File: src/rtl/hazard_stall_ctrl_pkg.sv
// Shared types and constants for the ID/EX hazard controller.
// Optional perf counters are enabled by HAZARD_PERF_CNT_EN.
package hazard_stall_ctrl_pkg;

    typedef enum logic [1:0] {
        IDLE     = 2'd0,
        MUL_BUSY = 2'd1,
        MUL_DONE = 2'd2
    } hz_state_t;

    localparam logic [4:0] XZR_IDX = 5'd31;

    // Writes to XZR never create a true dependency.
    function automatic logic load_use_hit(
        input logic       id_valid,
        input logic       ex_mem_read,
        input logic [4:0] ex_rd,
        input logic [4:0] rn,
        input logic [4:0] rm,
        input logic       uses_rm
    );
        logic src_match;
        src_match = (ex_rd == rn) || (uses_rm && (ex_rd == rm));
        return id_valid && ex_mem_read && (ex_rd != XZR_IDX) && src_match;
    endfunction

endpackage

File: src/rtl/hazard_stall_ctrl_sat_counter.sv
// Saturating up-counter with enable and synchronous reset.
// Used for the optional hazard perf counters.
module sat_counter #(
    parameter int CNT_W = 32
) (
    input  logic             clk,
    input  logic             rst,
    input  logic             en,
    output logic [CNT_W-1:0] count
);

    logic [CNT_W-1:0] count_q;
    logic [CNT_W-1:0] count_d;

    always_comb begin
        count_d = count_q;
        if (en && (count_q != {CNT_W{1'b1}})) begin
            count_d = count_q + 1'b1;
        end
    end

    always_ff @(posedge clk) begin
        if (rst) begin
            count_q <= '0;
        end else begin
            count_q <= count_d;
        end
    end

    assign count = count_q;

endmodule

File: src/rtl/hazard_stall_ctrl.sv
// Load-use, branch-flush and multiply-occupancy control for ID/EX.
// Define HAZARD_PERF_CNT_EN to add stall/flush perf counters.
module hazard_stall_ctrl
    import hazard_stall_ctrl_pkg::*;
#(
    parameter int MUL_LATENCY = 4,
    parameter int CNT_W       = 32
) (
    input  logic             clk,
    input  logic             rst,
    input  logic             id_valid,
    input  logic [4:0]       Rn_if_id,
    input  logic [4:0]       Rm_if_id,
    input  logic             id_uses_Rm,
    input  logic [4:0]       ex_Rd,
    input  logic             ex_mem_read,
    input  logic             ex_is_mul,
    input  logic             ex_branch_taken,
    output logic             pc_write,
    output logic             if_id_write,
    output logic             if_id_flush,
    output logic             id_ex_bubble,
    output logic             ex_hold,
    output logic             ex_mem_bubble,
    output logic [1:0]       hz_state
`ifdef HAZARD_PERF_CNT_EN
    ,
    output logic [CNT_W-1:0] stall_cycles,
    output logic [CNT_W-1:0] flush_count
`endif
);

    if (MUL_LATENCY < 1 || MUL_LATENCY > 15 || CNT_W < 1) begin : g_bad_param
        $error("hazard_stall_ctrl: parameter out of range");
    end

    localparam bit MUL_MULTI = (MUL_LATENCY > 1);
    localparam logic [3:0] MUL_INIT =
        (MUL_LATENCY >= 2) ? 4'(MUL_LATENCY - 2) : 4'd0;
    localparam hz_state_t MUL_NEXT =
        (MUL_LATENCY == 2) ? MUL_DONE : MUL_BUSY;

    hz_state_t  state_q;
    hz_state_t  state_d;
    logic [3:0] cnt_q;
    logic [3:0] cnt_d;
    logic       load_use;

    assign load_use = load_use_hit(id_valid, ex_mem_read, ex_Rd,
                                   Rn_if_id, Rm_if_id, id_uses_Rm);

    always_comb begin
        pc_write      = 1'b1;
        if_id_write   = 1'b1;
        if_id_flush   = 1'b0;
        id_ex_bubble  = 1'b0;
        ex_hold       = 1'b0;
        ex_mem_bubble = 1'b0;
        state_d       = state_q;
        cnt_d         = cnt_q;
        if (rst) begin
            state_d = IDLE;
            cnt_d   = '0;
        end else begin
            unique case (state_q)
                IDLE: begin
                    if (ex_is_mul && MUL_MULTI) begin
                        pc_write      = 1'b0;
                        if_id_write   = 1'b0;
                        ex_hold       = 1'b1;
                        ex_mem_bubble = 1'b1;
                        cnt_d         = MUL_INIT;
                        state_d       = MUL_NEXT;
                    end else if (ex_branch_taken) begin
                        if_id_flush  = 1'b1;
                        id_ex_bubble = 1'b1;
                    end else if (load_use) begin
                        pc_write     = 1'b0;
                        if_id_write  = 1'b0;
                        id_ex_bubble = 1'b1;
                    end
                end
                MUL_BUSY: begin
                    pc_write      = 1'b0;
                    if_id_write   = 1'b0;
                    ex_hold       = 1'b1;
                    ex_mem_bubble = 1'b1;
                    if (cnt_q != 4'd0) begin
                        cnt_d = cnt_q - 4'd1;
                    end
                    if (cnt_q <= 4'd1) begin
                        state_d = MUL_DONE;
                    end
                end
                MUL_DONE: begin
                    // Multiply leaves EX now; ex_is_mul still refers to it.
                    if (ex_branch_taken) begin
                        if_id_flush  = 1'b1;
                        id_ex_bubble = 1'b1;
                    end else if (load_use) begin
                        pc_write     = 1'b0;
                        if_id_write  = 1'b0;
                        id_ex_bubble = 1'b1;
                    end
                    state_d = IDLE;
                end
                default: begin
                    state_d = IDLE;
                end
            endcase
        end
    end

    always_ff @(posedge clk) begin
        if (rst) begin
            state_q <= IDLE;
            cnt_q   <= '0;
        end else begin
            state_q <= state_d;
            cnt_q   <= cnt_d;
        end
    end

    assign hz_state = state_q;

`ifdef HAZARD_PERF_CNT_EN
    sat_counter #(
        .CNT_W(CNT_W)
    ) u_stall_cnt (
        .clk  (clk),
        .rst  (rst),
        .en   (!pc_write),
        .count(stall_cycles)
    );

    sat_counter #(
        .CNT_W(CNT_W)
    ) u_flush_cnt (
        .clk  (clk),
        .rst  (rst),
        .en   (if_id_flush),
        .count(flush_count)
    );
`endif

endmodule

File: config.mk
export PLATFORM = sky130hd
export DESIGN_NAME = hazard_stall_ctrl
export DESIGN_NICKNAME = d
export VERILOG_FILES = /design/src/rtl/hazard_stall_ctrl_pkg.sv /design/src/rtl/hazard_stall_ctrl_sat_counter.sv /design/src/rtl/hazard_stall_ctrl.sv
export SDC_FILE = /design/constraint.sdc
export NUM_CORES = 1
export LEC_CHECK = 0
export ABC_AREA = 1
export BUFFER_PORTS_ARGS = -buffer_cell sky130_fd_sc_hd__buf_2
export CAP_MARGIN = 20
export CORE_MARGIN = 3
export CORE_UTILIZATION = 47
export DETAILED_ROUTE_END_ITERATION = 7
export GPL_TIMING_DRIVEN = 0
export PLACE_DENSITY = 0.91
export SLEW_MARGIN = 20
export SYNTH_ARGS = -nofsm -noshare
export SYNTH_HDL_FRONTEND = slang
export SYNTH_SLANG_ARGS = --single-unit
File: constraint.sdc
create_clock -name clk -period 1.73 [get_ports clk]
set_input_delay 0.0865 -clock clk [delete_from_list [all_inputs] [get_ports clk]]
set_output_delay 0.0865 -clock clk [all_outputs]
set_load 0.01 [all_outputs]
# == Word level (Yosys, flattened, before mapping) ==
# Cells that the tools add are included.
# word_totals
regBits,6
wordCells,45
# classes
n_addsub,1
n_lt_le_gt_ge,1
eq_ne,8
muxes,23
n_reduce_logical,10
# op_table
cell,n
$mux W1,13
$eq A5 B5 Y1,2
$mux W4,2
$pmux W4 S2,1
$ne A2 B2 Y1 const B,3
$pmux W1 S2,3
$ne A5 B5 Y1 const B,1
$le A4 B1 Y1 const B,1
$logic_and A1 B1 Y1,4
$mux W2,2
$pmux W2 S2,1
$reduce_bool A4 Y1,1
$sub A4 B1 Y4 const B,1
$pmux W1 S3,1
$reduce_and A3 Y1,1
$eq A2 B1 Y1 const B,1
$eq A2 B2 Y1 const B,1
$logic_not A2 Y1,1
$reduce_and A2 Y1,1
$reduce_bool A2 Y1,1
$logic_or A1 B1 Y1,1

# == Longest topological paths before layout ==
# Gate-level depths: netlist of the first run.
# depth
word_depth,9
ltp_mapped,10
mapped_depth_nobuf,9

# == Least setup slack after synthesis of the first run ==
# OpenSTA, ideal clock, no wires.
# synth_timing
path_type,reg-to-reg
startpoint,register cnt_q[0]
endpoint,register cnt_q[3]
setup_time_ps,122
arrival_ps,1053
t_required_ps,1608
slack_ps,555
stages_incl_launch_ff,7
synth_period_minus_slack_ps,1175
cell_sequence,dfxtp_1 -> inv_1 -> ha_1 -> nand3_1 -> nand2_4 -> nor3_1 -> nor3b_2
# synth_between
elab_chain_len,3
word_cells_on_any_way,6
# synth_rtl
item,line,text
start: declaration,hazard_stall_ctrl.sv:45,logic [3:0] cnt_q;
start signal: assignment,hazard_stall_ctrl.sv:120,cnt_q <= cnt_d;
$sub A4 B1 Y4 / $reduce_bool A4 Y1 (equally long branches),"hazard_stall_ctrl.sv:89, hazard_stall_ctrl.sv:88",
$mux W4 / $ne A2 B2 Y1 (equally long branches),n/a,
$pmux W4 S2 / $reduce_and A3 Y1 (equally long branches),n/a,
# Parallel ways exist; a longest one is shown, timed or not. The select of a mux whose other input is x is not followed.
# A chain may end at the register's enable or synchronous reset.

# == Worst setup path after layout of the first run ==
# layout_timing
startpoint,register state_q[0] (netlist: hz_state[0])
endpoint,output pc_write
# layout_between
elab_chain_len,3
word_cells_on_any_way,5
# layout_rtl
item,line,text
start: declaration,hazard_stall_ctrl.sv:43,hz_state_t state_q;
start signal: assignment,hazard_stall_ctrl.sv:119,state_q <= state_d;
$eq A2 B2 Y1 (tied with other cells),hazard_stall_ctrl.sv:65,unique case (state_q)
$pmux W1 S3 *,hazard_stall_ctrl.sv:65,
$mux W1 *,hazard_stall_ctrl.sv:61,if (rst) begin
end: declaration,hazard_stall_ctrl.sv:19,"output logic pc_write,"
# Every way passes the cells marked *; elsewhere a longest branch is shown, timed or not.

==> impl_results.md, run 1 <==
* DIE AREA at 0.00176 mm2
* Share of cells above drive strength 1 at 0.309
* Worst slew margin relative to its limit at 0.805
* Leak Pwr at 0.487 nW
* Maximum Capacitance Violations at 0
* CTS HTree Levels at 1
* Max-slew violations at 0
* Worst-margin pin slew at 0.289 ns
* CTS root buf: clkbuf_4
* Later-pin clock latency in the skew report at between 0.2 and 0.25 ns
* Ant diodes at 0
* CP peak stage delay at between 0.4 and 0.5 ns
* Most common cell after layout, fill and taps aside: nand2_1
* First-pass GRT wire length at between 2000 and 2500 um
* Via count of the routed design at roughly 730
* Critical Path Sink Type: output port
* Place WS at around 0.46 ns
* Crit-path max FO at 7
* Clk sinks at 6
* DR WL/cell at 9.03 um
* CP Data Required Time at 1.64 ns
* Seq cells post-synth at 6
* NetSw at 0.194 mW
* Slowest CP cell: dfxtp_1
* DRC Markers at 0
* CP bufs+invs at 3
* Vias in the first global route at 604
* Vias per inst at 4.76
* Clock power frac at 0.250
* RSZ-0062 raised after global routing: no
* P&R area growth vs syn at 30.4%
* Seq/Total Area, Yosys at 0.197
* PortBufs at 29
* Peak VDD IR at about 420 uV
* Max Fclk at between 700 and 800 MHz
* Mapped Nets at 131
* Clock skew at 0.000900 ns
* Num ports at 30
* Core area at between 0.001 and 0.0015 mm2
* Status: finished, final reports clean
* First-pass DRT Iterations at 4
* Final antenna-violating net count at 0
* CP Data Arrival Time at 1.34 ns
* Number of fill cells in the layout at between 100 and 150
* Worst min-delay path class: primary input to flop
* Total GRT Usage at 0.171
* Post-CTS Setup Bufs at 0
* Nets@finish at about 170
* Util after Layout at 0.687
* Largest net degree at the start of global routing at 8
* Initial antenna violation count at 0
* Placer Congestion at 0.805
* Tmin final at 1.42 ns
* CTS Buf Count at 3
* Sw Ratio at 0.370
* Setup violators final at 0
* Period utilization at 0.824
* Crit Path Category: flop to output port
* Maximum root-to-sink buffer count at 2
* Most frequent cells in the layout: nand2_1 (35), buf_2 (29), inv_1 (21), nor2_1 (14)
* Final WS setup at 0.305 ns
* Combinational Power Share at 0.429
* Grt total ovfl at 0
* Area of the mapped netlist at 609 um2
* Critical-path cell list: nand2_2, nand2_4, nand2_1, nand2_1, inv_1, buf_4, buf_2
* Power per cell area at 661 mW/mm2
* Top cell family by delay on the critical path: flip-flops
* Row cnt at 12
* Seq pwr share at 0.321
* # resized after CTS at 0
* CTS tree: built
* Initial DRC count at 19
* Post-Route Setup TNS at 0 ns
* Worst setup SP type: flop
* Synthesis warning total at 0
* Die H at ~42 um
* Syn Area/Cell at 5.69 um2
* Final hold vios at 0
* Clock transition at the registers of the reported paths at 0.05 ns
* Setup slack, reg-to-reg at 0.46 ns
* Critical Path Most Common Cell: nand2_1
* Die width at ~42 um
* Mapped Cells at 107
* P_int at roughly 0.33 mW
* Hold-fix buffers, CTS at 0
* HPWL after DPL at ~1200 um
* Final WL at 1380 um
* Cell variety after synth at 20
* Initial Util at 0.527
## layout make-up
class                           count  area [um2]  area share
Multi-Input combinational cell     77         392       0.493
Timing Repair Buffer               29         145       0.183
Sequential cell                     6         120       0.151
Inverter                           22        82.6       0.104
Clock buffer                        3        22.5      0.0283
Tap cell                           14        17.5      0.0220
Buffer                              2        15.0      0.0189
## stage by stage
step / instance area [um2] / cells / hold WS [ns] / power, mW
3_5_place_dp: 772 / 150 / 0.355 / 0.396
6_report: 795 / 153 / 0.101 / 0.525
4_1_cts: 795 / 153 / 0.0941 / 0.531
3_3_place_gp: 772 / 150 / 0.345 / 0.385
5_1_grt: 795 / 153 / 0.111 / 0.571
2_1_floorplan: 609 / 107 / 0.153 / 0.323
## cell usage after synthesis (all sizes together)
library cell	instances	share of area
nand2	38	0.26
inv	22	0.14
nor2	14	0.086
dfxtp	6	0.20
nand3	6	0.049
nor3	5	0.049
a21oi	4	0.039
o21ai	3	0.031
buf	2	0.025
ha	2	0.041
xnor2	2	0.029
a221oi	1	0.025
nor3b	1	0.021
or2	1	0.010
## power groups by stage
stage	Clock [mW]	Combinational, mW	Sequential [mW]
2_1_floorplan	0	0.154	0.170
3_3_place_gp	0	0.216	0.169
3_5_place_dp	0	0.225	0.171
4_1_cts	0.136	0.227	0.168
5_1_grt	0.147	0.254	0.170
6_report	0.131	0.225	0.168
## routing by layer
layer  part of all wire  up-vias  track usage
met5                  0        -            0
met4             0.0094        0       0.0577
met3              0.073        2       0.0687
met2               0.50       24        0.299
met1               0.42      313        0.183
li1                   -      389            -
## sequential cells by signal (all words and copies together), names as in the netlist
signal,count
cnt_q,4
hz_state,2
## logic make-up (layout without fill, tap and decap cells)
kind of cell    after synthesis  count (layout)  share of synthesized area
buf+inv                      24              56                      0.160
compound gates                8               8                     0.0944
fa+ha+maj                     2               2                     0.0411
flops                         6               6                      0.197
xor+xnor                      2               2                     0.0288
simple gates                 65              65                      0.478
## path summary, 6_finish.rpt
path / start / cells past startpoint / to
min: rst / 2 / cnt_q[1]$_SDFFE_PP0P_
max reg2reg: cnt_q[0]$_SDFFE_PP0P_ / 5 / hz_state[0]$_SDFFE_PP0P_
max: hz_state[0]$_SDFFE_PP0P_ / 7 / pc_write
min reg2reg: cnt_q[0]$_SDFFE_PP0P_ / 2 / cnt_q[0]$_SDFFE_PP0P_
(Power assumes the default switching activity.)
==> run 2, diff against run 1 <==
Settings changed: CORE_UTILIZATION 47 to 44, PLACE_DENSITY 0.91 to 0.86.
Clock period 1.73 ns to 1.48 ns, I/O delays scaled along.
==> impl_results.md, run 2 (synthesized netlist as in run 1, its figures left out) <==
* Hold-fix buffers, CTS at 0 (unchanged)
* Clk sinks at 6 (unchanged)
* Vias in the first global route at 640 (was 604)
* Nets@finish at 165 (unchanged)
* Most frequent cells in the layout: nand2_1 (34), buf_2 (29), inv_1 (21), nor2_1 (14), nand3_1 (6) (was nand2_1 (35), buf_2 (29), inv_1 (21), nor2_1 (14))
* Final antenna-violating net count at 0 (unchanged)
* Largest net degree at the start of global routing at 8 (unchanged)
* RSZ-0062 raised after global routing: no (unchanged)
* P&R area growth vs syn at 31.0% (was 30.4%)
* DRC Markers at 0 (unchanged)
* Placer Congestion at 0.784 (was 0.805)
* Setup slack, reg-to-reg at 0.22 ns (was 0.46 ns)
* Max Fclk at 741 MHz
* Row cnt at 12 (unchanged)
* Die H at 43.2 um (was 42.0 um)
* CP Data Required Time at 1.41 ns (was 1.64 ns)
* Number of fill cells in the layout at 117 (was 102)
* Clock skew at 0.00366 ns (was 0.000900 ns)
* Initial antenna violation count at 0 (unchanged)
* Register Area at 121 um2 (was 120 um2)
* Initial DRC count at 13 (was 19)
* DIE AREA at 0.00187 mm2 (was 0.00176 mm2)
* Most flops, register: cnt_q (unchanged)
* Worst min-delay path class: primary input to flop (unchanged)
* Setup violators final at 0 (unchanged)
* First-pass DRT Iterations at 4 (unchanged)
* CTS tree: built (unchanged)
* Crit-path max FO at 4 (was 7)
* Crit Path Category: flop to output port (unchanged)
* Maximum Capacitance Violations at 0 (unchanged)
* Worst-margin pin slew at 0.248 ns (was 0.289 ns)
* HPWL after DPL at 1210 um (was 1220 um)
* # resized after CTS at 0 (unchanged)
* CP Data Arrival Time at 1.28 ns (was 1.34 ns)
* Post-Route Setup TNS at 0 ns (unchanged)
* Total GRT Usage at 0.177 (was 0.171)
* Vias per inst at 4.58 (was 4.76)
* Core area at 0.00120 mm2 (was 0.00116 mm2)
* Max-slew violations at 0 (unchanged)
* Via count of the routed design at 700 (was 728)
* Leak Pwr at 0.487 nW (about the same)
* CTS root buf: clkbuf_4 (unchanged)
* Tmin final at 1.35 ns
* First-pass GRT wire length at 2460 um (was 2330 um)
* Share of cells above drive strength 1 at 0.324 (was 0.309)
* CTS Buf Count at 3 (unchanged)
* Final WL at 1390 um (was 1380 um)
* Hold Slack at 0.0745 ns (was 0.101 ns)
* Initial Util at 0.507 (was 0.527)
* Most common cell after layout, fill and taps aside: nand2_1 (unchanged)
* Post-route design area at 798 um2 (was 795 um2)
* Later-pin clock latency in the skew report at 0.25 ns (was 0.24 ns)
* Status: finished, final reports clean (unchanged)
* Placed Area at 772 um2 (unchanged)
* Clock transition at the registers of the reported paths at 0.04 ns (was 0.05 ns)
* Peak VDD IR at 425 uV (was 420 uV)
* Multi-input logic area at 394 um2 (was 392 um2)
* Post-CTS Setup Bufs at 0 (unchanged)
* Power per cell area at 775 mW/mm2 (was 661 mW/mm2)
* Largest register FFs at 4 (unchanged)
* Worst slew margin relative to its limit at 0.835 (was 0.805)
* Grt total ovfl at 0 (unchanged)
* Critical Path Sink Type: output port (unchanged)
* Maximum root-to-sink buffer count at 2 (unchanged)
* DR WL/cell at 9.09 um (was 9.03 um)
* PortBufs at 29 (unchanged)
* Period utilization at 0.912
* Final hold vios at 0 (unchanged)
* Ant diodes at 0 (unchanged)
* Die width at 43.2 um (was 42.0 um)
* Worst setup SP type: flop (unchanged)
* CTS HTree Levels at 1 (unchanged)
* Num ports at 30 (unchanged)
-- run 2: final timing paths --
kind / startpoint / cells past startpoint / end
setup reg to reg: cnt_q[0]$_SDFFE_PP0P_ / 6 / cnt_q[3]$_SDFFE_PP0P_
setup / recovery: hz_state[1]$_SDFFE_PP0P_ / 8 / pc_write
hold reg to reg: cnt_q[0]$_SDFFE_PP0P_ / 2 / cnt_q[0]$_SDFFE_PP0P_
hold / removal: rst / 2 / hz_state[0]$_SDFFE_PP0P_
-- run 2: cell type report --
type,count,area share
Buffer,2,0.0188
Inverter,22,0.103
Tap cell,14,0.0219
Multi-Input combinational cell,77,0.494
Timing Repair Buffer,29,0.182
Sequential cell,6,0.152
Clock buffer,3,0.0282
-- run 2: where the power goes --
| group | switching, mW | internal, mW | leakage [nW] |
|---|---|---|---|
| Combinational | 0.150 | 0.114 | 0.424 |
| Clock | 0.0655 | 0.0921 | 0.0138 |
| Sequential | 0.0152 | 0.181 | 0.0496 |
-- run 2: layer usage --
metal,vias up,track usage,part of all wire
met5,-,0,0
met4,0,0.0723,0.012
met3,3,0.0636,0.063
met2,22,0.292,0.48
met1,287,0.202,0.44
li1,388,-,-
-- run 2: stage by stage --
stage	cells	total power, mW	worst slack [ns]	util
6_report	153	0.618	0.130	0.665
5_1_grt	153	0.677	0.00807	0.665
4_1_cts	153	0.621	0.0590	0.661
3_5_place_dp	150	0.463	0.211	0.643
3_3_place_gp	150	0.451	0.258	0.643
2_1_floorplan	107	0.378	0.305	-
-- run 2: worst max-delay path, stage by stage, from the launching register on --
cell	delay, ns
dfxtp_1	0.30
inv_1	0.10
nand2_2	0.11
nand2_4	0.08
nand2_1	0.07
nand2_1	0.07
inv_1	0.04
buf_4	0.12
buf_2	0.13
